[src/rtl/pcs_pkg.sv]
// pcs_pkg: constants and types shared by the 40GbE PCS scrambler and descrambler.
//   SCR_LEN    length of the x^58 + x^39 + 1 history register
//   SCR_TAP_A  history index feeding the x^58 term
//   SCR_TAP_B  history index feeding the x^39 term
package pcs_pkg;

  localparam int unsigned SCR_LEN   = 58;
  localparam int unsigned SCR_TAP_A = 57;
  localparam int unsigned SCR_TAP_B = 38;

  typedef logic [SCR_LEN-1:0] scr_state_t;

  typedef enum logic {
    LOCK_UNSYNC = 1'b0,
    LOCK_SYNC   = 1'b1
  } lock_state_t;

endpackage

[src/rtl/descramble_word.sv]
// descramble_word: combinational self-synchronising descrambler for one beat.
//   data_in    scrambled payload, bit 0 first on the wire
//   hist       history (last 58 received bits, bit 0 most recent)
//   data_out   descrambled payload
//   next_hist  history after all DATA_W received bits have been shifted in
module descramble_word
  import pcs_pkg::*;
#(
  parameter int unsigned DATA_W = 256
) (
  input  logic [DATA_W-1:0] data_in,
  input  scr_state_t        hist,
  output logic [DATA_W-1:0] data_out,
  output scr_state_t        next_hist
);

  scr_state_t h;

  // The history shifts in the received (scrambled) bit, which is what
  // makes the descrambler self-synchronising.
  always_comb begin
    h        = hist;
    data_out = '0;
    for (int unsigned i = 0; i < DATA_W; i++) begin
      data_out[i] = data_in[i] ^ h[SCR_TAP_A] ^ h[SCR_TAP_B];
      h           = {h[SCR_LEN-2:0], data_in[i]};
    end
    next_hist = h;
  end

endmodule

[src/rtl/descrambler.sv]
// descrambler: 40GbE PCS receive descrambler, single-stage valid/ready register.
//   clk, reset            clock; asynchronous active-high reset
//   clear                 synchronous resync: flush history and drop lock
//   in_valid/in_ready     input handshake; data_in payload, hdr_in sync headers
//   out_valid/out_ready   output handshake; data_out payload, hdr_out headers
//   out_ok                beat descrambled with fully valid history
//   locked                history holds at least 58 received bits
//   bypass                (only with DESCRAMBLER_BYPASS_EN) pass payload unmodified
// DATA_W must be at least 58.
module descrambler
  import pcs_pkg::*;
#(
  parameter int unsigned DATA_W = 256,
  parameter int unsigned HDR_W  = 8
) (
  input  logic              clk,
  input  logic              reset,
  input  logic              clear,
`ifdef DESCRAMBLER_BYPASS_EN
  input  logic              bypass,
`endif
  input  logic              in_valid,
  output logic              in_ready,
  input  logic [DATA_W-1:0] data_in,
  input  logic [HDR_W-1:0]  hdr_in,
  output logic              out_valid,
  input  logic              out_ready,
  output logic [DATA_W-1:0] data_out,
  output logic [HDR_W-1:0]  hdr_out,
  output logic              out_ok,
  output logic              locked
);

  scr_state_t        hist;
  scr_state_t        next_hist;
  logic [DATA_W-1:0] descr;
  logic [DATA_W-1:0] out_next;
  lock_state_t       state;
  logic              fire;

  assign in_ready = !clear && (!out_valid || out_ready);
  assign fire     = in_valid && in_ready;

  descramble_word #(
    .DATA_W (DATA_W)
  ) u_word (
    .data_in   (data_in),
    .hist      (hist),
    .data_out  (descr),
    .next_hist (next_hist)
  );

  // In bypass the history still follows the received stream, so lock
  // survives a bypass window.
`ifdef DESCRAMBLER_BYPASS_EN
  assign out_next = bypass ? data_in : descr;
`else
  assign out_next = descr;
`endif

  always_ff @(posedge clk or posedge reset) begin
    if (reset) begin
      state     <= LOCK_UNSYNC;
      locked    <= 1'b0;
      hist      <= '0;
      out_valid <= 1'b0;
      data_out  <= '0;
      hdr_out   <= '0;
      out_ok    <= 1'b0;
    end else if (clear) begin
      state     <= LOCK_UNSYNC;
      locked    <= 1'b0;
      hist      <= '0;
      out_valid <= 1'b0;
    end else begin
      if (fire) begin
        hist      <= next_hist;
        out_valid <= 1'b1;
        data_out  <= out_next;
        hdr_out   <= hdr_in;
        out_ok    <= locked;
      end else if (out_ready) begin
        out_valid <= 1'b0;
      end

      case (state)
        LOCK_UNSYNC: begin
          if (fire) begin
            state  <= LOCK_SYNC;
            locked <= 1'b1;
          end
        end
        LOCK_SYNC: begin
          locked <= 1'b1;
        end
        default: begin
          state  <= LOCK_UNSYNC;
          locked <= 1'b0;
        end
      endcase
    end
  end

endmodule
[config.mk]
export PLATFORM = sky130hd
export DESIGN_NAME = descrambler
export DESIGN_NICKNAME = d
export VERILOG_FILES = /design/src/rtl/pcs_pkg.sv /design/src/rtl/descramble_word.sv /design/src/rtl/descrambler.sv
export SDC_FILE = /design/constraint.sdc
export NUM_CORES = 1
export LEC_CHECK = 0
export ABC_AREA = 0
export CAP_MARGIN = 20
export CORE_MARGIN = 2
export CORE_UTILIZATION = 25
export DETAILED_ROUTE_END_ITERATION = 7
export PLACE_DENSITY_LB_ADDON = 0.12
export SLEW_MARGIN = 30
export SYNTH_ARGS = -nofsm -noshare
export SYNTH_HDL_FRONTEND = slang
export SYNTH_SLANG_ARGS = --single-unit
[constraint.sdc]
create_clock -name clk -period 15 [get_ports clk]
set_input_delay 3 -clock clk [delete_from_list [all_inputs] [get_ports clk]]
set_output_delay 3 -clock clk [all_outputs]
set_load 0.01 [all_outputs]
### Word-level counts from Yosys, hierarchy flattened

Index checks and enable logic that the tools add are counted.

| word-level totals | value |
|---|---|
| word-level logic and storage cells | 541 |
| input port bits | 269 |
| output and inout bits | 268 |
| register bits after elaboration | 326 |

| operators by class | value |
|---|---|
| multiplexer cells | 11 |
| bitwise operators | 514 |
| reductions and logical operators | 8 |
| equality and inequality tests | 1 |

Operator list:

| operator | number |
|---|---|
| $xor 1x1->1 | 512 |
| $mux 58 | 2 |
| $mux 1 | 8 |
| $ne 3x3->1 const B | 1 |
| $reduce_bool 3->1 | 1 |
| $logic_and 1x1->1 | 2 |
| $logic_not 1->1 | 2 |
| $not 1->1 | 2 |
| $pmux 1 s2 | 1 |
| $reduce_and 2->1 | 1 |
| $reduce_bool 2->1 | 1 |
| $logic_or 1x1->1 | 1 |

### Depth between registers and ports, before layout

Gate-level depths: netlist of the first run.

| logic depth | value |
|---|---|
| word-level depth | 7 |
| mapped depth | 6 |
| mapped depth without buffers | 3 |

### Modules after synthesis

A second synthesis of the first run with hierarchy kept.

| unflattened totals | value |
|---|---|
| cells, all modules | 1,152 |
| area, all modules | 19,000.7 um2 |

Modules (own cells, without submodules):

| module | instances | cells each | sequential area each (um2) | area an instance (um2) |
|---|---|---|---|---|
| descrambler | 1 | 838 | 8,157.8 | 12,408.2 |
| descramble_word | 1 | 314 | 0.0 | 6,592.6 |

### Least setup slack after synthesis of the first run

Ideal clock, no wire load.

| timing path | value |
|---|---|
| kind | input -> output |
| start | in clear |
| end | out in_ready |
| data required time | 12.000 ns |
| buffers on the path | 2 |
| arrival time | 3.495 ns |
| slack | 8.505 ns |
| stages | 3 |
| path through | buf_6 -> clkbuf_1 -> nor2_1 |

| between the ends | value |
|---|---|
| word-level cells in the longest chain between the ends | 2 |

RTL lines:

| what | RTL line | text |
|---|---|---|
| from (decl) | descrambler.sv:18 | `input logic clear,` |
| $logic_not 1->1 | descrambler.sv:41 | `assign in_ready = !clear && (!out_valid \|\| out_ready);` |
| $logic_and 1x1->1 | descrambler.sv:41 |  |
| to (decl) | descrambler.sv:23 | `output logic in_ready,` |

Every way passes these cells.

### Worst setup path after layout of the first run

Same ends and word-level chain as after synthesis.

==> results of run 1 <==
flip-flops by register name (all words and copies together) (netlist names):
register   flops
data_out     256
hist          58
hdr_out        8
locked         1
out_ok         1
out_valid      1
state          1
final cells by class:
type | count | share of cell area
timing repair buffer | 546 | 0.2204
multi-input combinational | 901 | 0.3458
clock inverter | 11 | 0.004356
inverter | 2 | 0.0006078
sequential | 326 | 0.3302
clock buffer | 68 | 0.05394
tap | 882 | 0.04467
worst max-delay path by stage:
stage                      from  cells after the start           to  slack, ps
after floorplan           reset                      1  data_out[0]       2970
after global placement    clear                      3     in_ready       7620
after detailed placement  clear                      3     in_ready       7640
after CTS                 clear                      3     in_ready       7640
after global routing      clear                      3     in_ready       7620
final                     clear                      3     in_ready       7710
layout by cell type, fill, tap and decap left out, types with 4 or more instances in the layout:
| cell | n |
|---|---|
| xnor2_1 | 512 |
| nor2_1 | 4 |
| mux2_1 | 201 |
| nor2b_1 | 58 |
| clkdlybuf4s50_1 | 535 |
| clkbuf_1 | 11 |
| mux2_2 | 122 |
| clkbuf_16 | 45 |
| dfrtp_1 | 326 |
| clkinv_2 | 8 |
| buf_4 | 9 |
| clkbuf_8 | 12 |
where the power goes:
part           switching [uW]  internal [uW]
Combinational             445            640
Sequential                114           1090
Clock                     410            642
metal layers:
layer  track usage  vias up
li1              -     5289
met1        0.1969     5646
met2        0.2652      318
met3       0.04399       56
met4       0.03416        0
met5             0        -
cell families (layout without fill, tap and decap cells):
kind of cell              count (synthesis)  after routing
and+or+nand+nor                          64             64
buffers and inverters                    45            627
DFF                                     326            326
xor gates and xnor gates                512            512
muxes                                   323            323
AOI/OAI and AO/OA                         2              2
stage by stage:
stage / hold WS, ps / total power [uW]
2_1_floorplan: 454.2 / 1671
3_3_place_gp: 465.8 / 2311
3_5_place_dp: 473.7 / 2323
4_1_cts: 486.5 / 3410
5_1_grt: 499.7 / 3517
6_report: 480.8 / 3338
==> qor.txt, run 1 <==
Top cell type by total area after synthesis: dfrtp_1
Cts bufs inserted: 43
Critical path fanouts, max: 63
Max Cap Viol: 0
Most common cell in the synthesized netlist: xnor2_1
Die Y: 266.0 um
# port buffers: 536
Fin util: 0.3621
Synth cell types: 16
Final wirelength: 56030 um
Main combinational cell family by area after synthesis: XOR/XNOR gates
Final period util: 0.4857
FF-to-FF path depth: 6
Vias per inst: 4.133
1st-iter DRT viols: 319
Sequential-to-total area share from yosys stat: 0.4753
WL met3: 3520 um
WP data arrival: 4290 ps
RSZ-0062 raised after global routing: no
Min-Delay Path Depth: 1
Number of synthesized flops with an enable pin: 0
Post_cts resized: 0
R2r endpoint: data_out[234]
Hold Fails Final Rpt: 0
Antenna Nets Post-Route: 0
Initial antenna violation count: 0
Post-route setup slack: 7714 ps
Design Area, Final: 24700 um^2
Power density over the cells: 135.1 nW/um^2
Num rows: 96
GRT Util Overall: 0.1562
Synth Area in Compound Gates: 0.0008748
Vias in the first global route: 12310
Crit path capture type: output port
Synth Area per Inst: 13.49 um^2
Final-report setup violation count: 0
Syn. warnings: 0
Metal-1 WL: 24190 um
H-tree levels: 2
Final Non-Filler Cells: 2736
Core Region: 68230 um^2
Worst-margin pin slew: 887.6 ps
Worst hold path type: flop to flop
Synth top cells by count: xnor2_1 (512), dfrtp_1 (326), mux2_1 (201)
Die area: 70770 um^2
Crit path kind: input pin to output port
Share of layout cells above drive strength 1: 0.1100
Wire length on met2: 27350 um
First drt pass iteration count: 4
Hold Startpoint: data_out[117]
Adder-cell share of the synthesized area: 0
Hold buffers post-CTS: 0
Drt wl/cell: 20.48 um
Delay-heaviest family, CP: buffers and inverters
Register Area: 8158 um^2
Multi-input gate area: 8542 um^2
Max layer used: met4
Static Leak: 0.009335 uW
Post-synthesis mux area share: 0.2119
Dpl ws: 7637 ps
Synth Cell Area: 17160 um^2
Fillers: 6673
Final Skew: 8.228 ps
Post-layout min period: 7286 ps
Area contributors post-synth: dfrtp_1 (48%), xnor2_1 (26%), mux2_1 (13%), mux2_2 (8.0%), nor2b_1 (2.1%)
TNS Setup: 0 ps
IO Pins: 537
Cells after synthesis: 1272
Maximum buffer depth of the clock tree: 3
Fmax: 137.3 MHz
CTS tree: yes
#FFs+latches synth: 326
Critical Path RT: 12000 ps
Clock Sinks: 326
CP bufs+invs: 2
Setup Fix Bufs, Post-CTS: 0
Slew Limit Fails: 0
CTS clk-pin slew, worst paths: 60 ps
Relative slew slack: 0.4083
Vias: 11310
Hold-critical path endpoint: data_out[117]
Worst skew pair latency: 550 ps
Die Wd: 266.0 um
Placed cells: 2657
Fin nets: 2089
First-pass GRT wire length: 83000 um
Root Buffer: clkbuf_16
Worst VDD drop: 80.08 uV
Largest net degree at the start of global routing: 105
Starting Density: 0.2516
Asr flop ratio synth: 1.000
Status: complete, no violations
Slowest cell on crit path: buf_4
Synth-to-Final Area Change: 43.93%
CP max stage delay: 620 ps
Routability congestion estimate: 0.7756
R2R setup slack: 11480 ps
R2R Path Start: out_valid
CP Launch Type: input pin
DRC errors left: 0
Worst-path cell chain: buf_4, nor2_1, clkdlybuf4s50_1
HPWL after DPL: 42770 um
Grt total ovfl: 0
Placement Cell Area: 23260 um^2
Syn nets: 1541
ANT cells: 0
Synth Area in XOR/XNOR: 0.2613
Most used DFF post-synth: dfrtp_1
Top-area cell type share of the netlist area: 0.4753
Post-Synth Simple-Gate Area: 0.02325
Note: power is estimated with default switching activity, not from simulation.
==> run 2, diff against run 1 <==
- clock period: 15 -> 6.6 ns (I/O delays scaled with it)
==> run 2 against run 1 <==
  * Final area is essentially flat
  * Critical path type unchanged
  * Largest power group unchanged
  * Power grew 130%
  * Cell count shrank 0.22%
  * Worst setup slack lost 5000 ps
  * Combinational power grew 130%
  * Via count grew 0.18%
  * Wire length grew 0.52%
  * First-iteration DRC count grew 2.2%
==> qor.txt, run 2 (synthesis results as in run 1) <==
Status: complete, no violations
NetSw: 2184 uW
Share of layout cells above drive strength 1: 0.1082
Post_cts resized: 0
GRT Util Overall: 0.1572
Drt wl/cell: 20.63 um
Num rows: 96
Hold buffers post-CTS: 0
Core Region: 68230 um^2
Largest net degree at the start of global routing: 140
ANT cells: 0
1st-iter DRT viols: 326
Worst VDD drop: 154.7 uV
Delay-heaviest family, CP: buffers and inverters
Die Wd: 266.0 um
Power density over the cells: 305.0 nW/um^2
Vias per inst: 4.150
Antenna Nets Post-Route: 0
Most common cell after layout, fill and taps aside: clkdlybuf4s50_1
CTS tree: yes
Vias in the first global route: 12420
Crit path kind: input pin to output port
Maximum buffer depth of the clock tree: 3
Slowest cell on crit path: buf_4
Top flop regs: data_out (256), hist (58), hdr_out (8)
First-pass GRT wire length: 83350 um
Die area: 70770 um^2
Critical path fanouts, max: 63
Clock Power Share: 0.310
Final-report setup violation count: 0
Worst-margin pin slew: 907.5 ps
Worst skew pair latency: 550 ps
Sw frac: 0.2898
TNS Setup: 0 ps
RSZ-0062 raised after global routing: no
Grt total ovfl: 0
WHS: 482.0 ps
Sequential power share: 0.362
Final period util: 0.5946
Vias: 11330
Synth-to-Final Area Change: 44.00%
First drt pass iteration count: 4
Max Cap Viol: 0
Setup Fix Bufs, Post-CTS: 0
Initial antenna violation count: 1
HPWL after DPL: 42360 um
CTS clk-pin slew, worst paths: 60 ps
CP bufs+invs: 2
DRC errors left: 0
Largest register FFs: 256
Starting Density: 0.2516
Routability congestion estimate: 0.7753
Final wirelength: 56330 um
Fin util: 0.3623
Worst hold path type: flop to flop
IO Pins: 537
Top reg by flops: data_out
Most frequent cells in the layout: clkdlybuf4s50_1 (535), xnor2_1 (512), dfrtp_1 (326)
Final Skew: 9.206 ps
Root Buffer: clkbuf_16
Static Leak: 0.009330 uW
CP max stage delay: 640 ps
Fin nets: 2090
# port buffers: 536
Worst-path cell chain: buf_4, nor2_1, clkdlybuf4s50_1
CP Launch Type: input pin
Clock Sinks: 326
Logic pwr share: 0.328
Die Y: 266.0 um
Slew Limit Fails: 0
Post-layout min period: 3925 ps
Post-route setup slack: 2675 ps
H-tree levels: 2
Dpl ws: 2576 ps
Crit path capture type: output port
Internal power: 5353 uW
Fmax: 254.8 MHz
Relative slew slack: 0.3950
Hold Fails Final Rpt: 0
Critical Path RT: 5280 ps
Cts bufs inserted: 44
WP data arrival: 2600 ps
run 2: cell types whose count changed in the layout (fill, tap and decap cells not counted):
| cell | delta |
|---|---|
| clkbuf_8 | +1 |
| buf_4 | -3 |
| clkbuf_1 | -2 |
| clkinv_2 | -3 |
| buf_6 | -2 |
| buf_16 | +1 |
| buf_12 | +4 |
| bufinv_16 | -1 |
| inv_8 | -1 |
run 2: area by class of cell:
class | count | area (um^2)
Inverter | 2 | 11.26
Sequential cell | 326 | 8158
Fill cell | 6728 | 43510
Clock inverter | 6 | 55.05
Multi-Input combinational cell | 901 | 8542
Clock buffer | 67 | 1339
Timing Repair Buffer | 546 | 5508
Tap cell | 882 | 1104
run 2: final timing paths:
| check | endpoint | from | depth (start not counted) | slack, ps |
|---|---|---|---|---|
| setup / recovery | in_ready | clear | 3 | 2680 |
| max in group asynchronous | data_out[249] | reset | 4 | 4280 |
| min in group asynchronous | hdr_out[2] | reset | 2 | 1110 |
| hold reg to reg | data_out[116] | data_out[116] | 1 | 480 |
| setup reg to reg | data_out[206] | out_valid | 4 | 4320 |
| hold / removal | data_out[116] | data_out[116] | 1 | 480 |
run 2: routing by layer:
metal	track usage	up-vias	share of wire
li1	-	5296	-
met4	0.03310	2	0.014
met5	0	-	0.00023
met3	0.04057	56	0.060
met2	0.2698	321	0.49
met1	0.1986	5654	0.43
run 2: power groups by stage:
stage | logic (uW) | clock network, uW | registers [uW]
after CTS | 2530 | 2450 | 2740
after global routing | 2640 | 2520 | 2790
after floorplan | 849 | 0 | 2950
final | 2470 | 2340 | 2730
after detailed placement | 2510 | 0 | 2770
after global placement | 2510 | 0 | 2740
run 2: stage by stage:
stage / total power [uW] / std cells / instance area (um^2)
final: 7537 / 2730 / 24720
after global routing: 7959 / 2730 / 24720
after CTS: 7712 / 2729 / 24690
after detailed placement: 5280 / 2656 / 23290
after global placement: 5248 / 2656 / 23290
after floorplan: 3797 / 1272 / 17170
